--- config.mk ---
export PLATFORM = sky130hd
export DESIGN_NAME = cache_mem_arbiter
export DESIGN_NICKNAME = d
export VERILOG_FILES = /design/src/rtl/cache_mem_arbiter_pkg.sv /design/src/rtl/cache_mem_arbiter_rr_arb2.sv /design/src/rtl/cache_mem_arbiter.sv
export SDC_FILE = /design/constraint.sdc
export NUM_CORES = 1
export LEC_CHECK = 0
export ABC_AREA = 0
export BUFFER_PORTS_ARGS = -buffer_cell sky130_fd_sc_hd__buf_2
export CAP_MARGIN = 5
export CELL_PAD_IN_SITES_DETAIL_PLACEMENT = 0
export CELL_PAD_IN_SITES_GLOBAL_PLACEMENT = 1
export CORE_ASPECT_RATIO = 1.2
export CORE_UTILIZATION = 24
export CTS_CLUSTER_DIAMETER = 150
export DETAILED_ROUTE_END_ITERATION = 6
export PLACE_DENSITY = 0.93
export SYNTH_ARGS = -nofsm -noshare
export SYNTH_HDL_FRONTEND = slang
export SYNTH_SLANG_ARGS = --single-unit
export TNS_END_PERCENT = 100
--- constraint.sdc ---
create_clock -name clk -period 1.75 [get_ports clk]
set_input_delay 0.35 -clock clk [delete_from_list [all_inputs] [get_ports clk]]
set_output_delay 0.35 -clock clk [all_outputs]
set_load 0.02 [all_outputs]
--- src/rtl/cache_mem_arbiter_pkg.sv ---
// Shared types and constants for the cache/memory arbiter and the caches that talk to it.
// Grant ids index the two-bit request/grant vectors: bit 0 = I-cache, bit 1 = D-cache.
package cache_mem_arbiter_pkg;

    typedef enum logic [1:0] {
        IDLE  = 2'd0,
        GNT_I = 2'd1,
        GNT_D = 2'd2,
        DONE  = 2'd3
    } arb_state_t;

    localparam int GRANT_I = 0;
    localparam int GRANT_D = 1;

    localparam int DEF_LINE_WORDS = 4;
    localparam int DEF_DATA_W     = 32;

    // Number of address bits inside one memory beat.
    function automatic int byte_off_w(input int data_w);
        return $clog2(data_w / 8);
    endfunction

    // Number of address bits inside one cache line.
    function automatic int line_off_w(input int data_w, input int line_words);
        return $clog2(line_words) + byte_off_w(data_w);
    endfunction

endpackage

--- src/rtl/cache_mem_arbiter_rr_arb2.sv ---
// Two-input round-robin picker. On a tie it grants the requester that was not served last;
// the last-served id only moves when a grant is actually issued.
module cache_mem_arbiter_rr_arb2
    import cache_mem_arbiter_pkg::*;
(
    input  logic       clk,
    input  logic       rst,
    input  logic [1:0] req,
    input  logic       enable,
    output logic [1:0] gnt
);

    logic last_grant;

    always_comb begin
        gnt = 2'b00;
        if (enable) begin
            unique case (req)
                2'b01:   gnt = 2'b01;
                2'b10:   gnt = 2'b10;
                2'b11:   gnt = last_grant ? 2'b01 : 2'b10;
                default: gnt = 2'b00;
            endcase
        end
    end

    // Reset to D so the I-cache wins the very first tie.
    always_ff @(posedge clk or negedge rst) begin
        if (!rst) begin
            last_grant <= 1'b1;
        end else if (|gnt) begin
            last_grant <= gnt[GRANT_D];
        end
    end

endmodule

--- src/rtl/cache_mem_arbiter.sv ---
// Shares one external memory port between the I- and D-cache miss engines, sequencing one
// line-sized burst per grant and freezing the pipeline while any miss is outstanding.
module cache_mem_arbiter
    import cache_mem_arbiter_pkg::*;
#(
    parameter int ADDR_W     = 32,
    parameter int DATA_W     = DEF_DATA_W,
    parameter int LINE_WORDS = DEF_LINE_WORDS
) (
    input  logic                          clk,
    input  logic                          rst,
    input  logic                          ic_req,
    input  logic [ADDR_W-1:0]             ic_addr,
    output logic                          ic_rvalid,
    output logic                          ic_done,
    input  logic                          dc_req,
    input  logic                          dc_we,
    input  logic [ADDR_W-1:0]             dc_addr,
    input  logic [DATA_W-1:0]             dc_wdata,
    output logic                          dc_rvalid,
    output logic                          dc_done,
    output logic [$clog2(LINE_WORDS)-1:0] beat_idx,
    output logic [DATA_W-1:0]             rdata,
    output logic                          mem_req,
    output logic                          mem_we,
    output logic [ADDR_W-1:0]             mem_addr,
    output logic [DATA_W-1:0]             mem_wdata,
    input  logic                          mem_ready,
    input  logic [DATA_W-1:0]             mem_rdata,
    output logic                          stall_cache
);

    localparam int BEAT_W = $clog2(LINE_WORDS);
    localparam int BYTE_W = byte_off_w(DATA_W);
    localparam int OFF_W  = line_off_w(DATA_W, LINE_WORDS);

    localparam logic [ADDR_W-1:0] LINE_MASK = ~ADDR_W'((1 << OFF_W) - 1);
    localparam logic [BEAT_W-1:0] LAST_BEAT = BEAT_W'(LINE_WORDS - 1);

    arb_state_t          state_q, state_d;
    logic [BEAT_W-1:0]   beat_q, beat_d;
    logic [ADDR_W-1:0]   base_q, base_d;
    logic                we_q, we_d;
    logic                owner_q, owner_d;
    logic [1:0]          gnt;
    logic                in_burst;
    logic                beat_last;

    // Arbitration only happens between bursts, so late requests wait without preempting.
    cache_mem_arbiter_rr_arb2 u_rr_arb2 (
        .clk    (clk),
        .rst    (rst),
        .req    ({dc_req, ic_req}),
        .enable (state_q == IDLE),
        .gnt    (gnt)
    );

    always_ff @(posedge clk or negedge rst) begin
        if (!rst) begin
            state_q <= IDLE;
            beat_q  <= '0;
            base_q  <= '0;
            we_q    <= 1'b0;
            owner_q <= 1'b0;
        end else begin
            state_q <= state_d;
            beat_q  <= beat_d;
            base_q  <= base_d;
            we_q    <= we_d;
            owner_q <= owner_d;
        end
    end

    assign in_burst  = (state_q == GNT_I) || (state_q == GNT_D);
    assign beat_last = (beat_q == LAST_BEAT);

    always_comb begin
        state_d = state_q;
        beat_d  = beat_q;
        base_d  = base_q;
        we_d    = we_q;
        owner_d = owner_q;
        unique case (state_q)
            IDLE: begin
                if (gnt[GRANT_I]) begin
                    state_d = GNT_I;
                    base_d  = ic_addr & LINE_MASK;
                    we_d    = 1'b0;
                    owner_d = 1'(GRANT_I);
                    beat_d  = '0;
                end else if (gnt[GRANT_D]) begin
                    state_d = GNT_D;
                    base_d  = dc_addr & LINE_MASK;
                    we_d    = dc_we;
                    owner_d = 1'(GRANT_D);
                    beat_d  = '0;
                end
            end
            GNT_I, GNT_D: begin
                // A stalled beat (mem_ready low) keeps beat, address and data frozen.
                if (mem_ready) begin
                    if (beat_last) begin
                        state_d = DONE;
                        beat_d  = '0;
                    end else begin
                        beat_d = beat_q + BEAT_W'(1);
                    end
                end
            end
            DONE: begin
                state_d = IDLE;
            end
            default: begin
                state_d = IDLE;
            end
        endcase
    end

    always_comb begin
        mem_req   = in_burst;
        mem_we    = in_burst & we_q;
        mem_addr  = '0;
        mem_wdata = '0;
        ic_rvalid = 1'b0;
        dc_rvalid = 1'b0;
        ic_done   = 1'b0;
        dc_done   = 1'b0;
        if (in_burst) begin
            mem_addr = base_q + (ADDR_W'(beat_q) << BYTE_W);
        end
        if ((state_q == GNT_D) && we_q) begin
            mem_wdata = dc_wdata;
        end
        if ((state_q == GNT_I) && !we_q) begin
            ic_rvalid = mem_ready;
        end
        if ((state_q == GNT_D) && !we_q) begin
            dc_rvalid = mem_ready;
        end
        if (state_q == DONE) begin
            ic_done = (owner_q == 1'(GRANT_I));
            dc_done = (owner_q == 1'(GRANT_D));
        end
    end

    assign beat_idx = beat_q;
    assign rdata    = mem_rdata;

    // Drops in the done cycle so the pipeline advances as the last beat lands.
    assign stall_cache = (ic_req & ~ic_done) | (dc_req & ~dc_done);

endmodule

==> flow_metrics.tcl <==
set metrics [dict create \
    synth_common_cells "47 x and2_1, 34 x buf_4, 34 x dfrtp_1" \
    row_count 39 \
    cp-end-kind "primary output" \
    cts_tree "yes" \
    failed_checks "setup timing" \
    total_leakage_power_nw 1.98 \
    hold_class "in2async" \
    via_per_inst 4.56 \
    drt_first_iter_violations 80 \
    worst_pin_slew_ns 0.660 \
    yosys.area.top_type_share_pct 35.3 \
    fmax_mhz 550 \
    crit_type "reg2out" \
    crit_family "flip-flops" \
    cts-htree-levels 2 \
    maxCapViolCount 0 \
    grt_usage_pct 13.6 \
    status "finished, violations left" \
    cp.arrival_ns 1.47 \
    cts.sinks 35 \
    area_growth_syn_to_layout_pct 48.8 \
    maxSlewViolCount 0 \
    power.share.clock_pct 12.6 \
    synthTopCellsByArea "dfrtp_1 35%, and2_1 12%, a221o_1 12%" \
    placement.io_buffers 164 \
    rsz0062_at_grt "true" \
    die_area_um2 10500 \
    final_nets 528 \
    initial_core_util_pct 25.0 \
    crit_slowest_cell "dfrtp_1" \
    cp_cell_sequence "inv_2 -> ha_4 -> buf_12 -> and2_2 -> buf_6" \
    dr.pass1.iters 4 \
    pwr_density_cell_nw_per_um2 1940 \
    intPower_w 0.00410 \
    fill_cells 980 \
    synth_edf_count 0 \
    wl_um 7280 \
    ctsRootBufferMaster "clkbuf_16" \
    postCtsHoldBufs 0 \
    timing.final.crit_share_pct 104 \
    yosysSeqAreaShare_pct 36.3 \
    p_switching_w 0.00287 \
    clk_pin_slew_ns 0.06 \
    grt_overflow 0 \
    grt_pass1_vias 2259 \
    die_y_um 112 \
    synth.avg_cell_area_um2 9.58 \
    die_w_um 93.5 \
    hold_viol 0 \
    cts_buffer_depth 2 \
    peakVddDrop_mv 0.726 \
    grt_max_degree 37 \
    worstSetupStartpointType "register" \
    numCtsBuffers 5 \
    antenna_cells 0 \
    p_seq_share_pct 21.0 \
    async_flop_share_pct 100 \
    yosysWarnings 0 \
    post-route-util_pct 37.2 \
    ys_ff_latch 35 \
    drc_errors 0 \
    switching_share_pct 41.2 \
    yosys.area.top_type "dfrtp_1" \
    worst_slack_ns -0.0695 \
    mappedNetlistArea_um2 2410 \
    dpl.hpwl_um 5280 \
    drive_above_1_share_pct 59.7 \
    synthCells 252 \
    clkLatencyLatePin_ns 0.28 \
    cp_max_fo 19 \
    routedWlPerCell_um 14.2 \
    combPwrFrac_pct 66.3 \
    fin_worst_skew_ns 0.00426 \
    fin_crit_ns 1.82 \
    finalSetupTns_ns -2.81 \
    slew_headroom_pct 55.8 \
    antenna_found_initial 0 \
    synth_cell_type_count 33 \
    gp_congestion 0.781 \
    postRouteAntennaNets 0 \
    slowest_delay_ns 0.39 \
    holdWs_ns 0.0927 \
    vias 2339 \
    grt_pass1_wl_um 11200 \
    path_buf_inv 3 \
    core_area_um2 9660 \
    critical_path_required_ns 1.40 \
    setup_viol_count_final 63 \
    synthFlopType "dfrtp_1" \
    preCtsSetupSlack_ns -0.0861 \
    yosysMostFrequentCell "and2_1" \
    ioPinCount 239 \
]
[power by group through the flow]
stage	sequential [W]	clock, W	combinational [W]
floorplan	0.00138	0	0.00276
global route	0.00153	0.000952	0.00501
global placement	0.00144	0	0.00396
finish	0.00147	0.000881	0.00463
detailed placement	0.00145	0	0.00405
CTS	0.00146	0.000916	0.00450
[final timing paths]
| check | to | slack (ns) | depth (start not counted) | from |
|---|---|---|---|---|
| min | base_q[6] | 0.09 | 1 | rst |
| max reg2reg | state_q[0] | 0.17 | 5 | state_q[0] |
| min in group clk | we_q | 0.29 | 2 | dc_we |
| max in group asynchronous | base_q[18] | 1.07 | 2 | rst |
| max | mem_addr[29] | -0.07 | 5 | state_q[0] |
| min reg2reg | u_rr_arb2.last_grant | 0.52 | 2 | u_rr_arb2.last_grant |
[layout by cell type, fill, tap and decap left out, types with 3 or more instances in the layout]
cell	n
buf_4	15
o21ai_0	3
a221o_1	29
buf_2	136
and3_1	32
and2_1	17
ha_1	3
and2_4	7
and2_2	26
nand2_1	6
buf_12	3
dfrtp_1	33
buf_6	26
and2_0	10
clkbuf_16	5
[registers in the layout, indices dropped and copies added (netlist names)]
register              flops
base_q                   28
beat_idx                  2
state_q                   2
owner_q                   1
u_rr_arb2.last_grant      1
we_q                      1
[worst reg2reg max path, stage by stage (launching register included)]
cell     delay [ns]
dfrtp_1        0.39
inv_2          0.09
ha_4           0.24
buf_4          0.16
a21oi_1        0.21
mux2_1         0.37
[metrics by stage]
stage / std cells / power [W] / cell area [um^2]
finish: 513 / 0.00698 / 3590
global route: 513 / 0.00749 / 3590
CTS: 511 / 0.00688 / 3510
detailed placement: 503 / 0.00550 / 3230
global placement: 503 / 0.00540 / 3230
floorplan: 253 / 0.00415 / 2460
[cells by family after synthesis]
kind of cell | count (synthesis) | synth area share [%]
adder cells (fa/ha/maj) | 5 | 2.59
AO/OA/AOI/OAI | 42 | 15.6
buffers and inverters | 56 | 15.4
other | 1 | 0.155
AND/OR/NAND/NOR | 110 | 28.7
flip-flops | 35 | 36.3
multiplexers | 3 | 1.30
[metal layers]
metal | GRT usage (%) | part of all wire [%] | up-vias
met3 | 2.66 | 5.2 | 15
met2 | 22.8 | 51 | 97
met5 | 0 | 0 | -
met4 | 4.62 | 1.7 | 0
met1 | 17.3 | 42 | 1102
li1 | - | - | 1125
[cell type report]
cell class	count	area [um^2]	share of cell area [%]
clock buffer	5	125	3.48
tap	123	154	4.29
sequential	35	878	24.5
inverter	4	15.0	0.418
multi-input combinational	163	1250	34.9
timing repair buffer	180	1150	31.9
clock inverter	3	20.0	0.557
[timing repair]
item	in CTS	in global routing
gates resized for setup	47	21
cloned	0	1
pin swaps	1	2
setup buffers	0	1
setup endpoints to repair	94	92
Power figures use the tool's default switching activity.
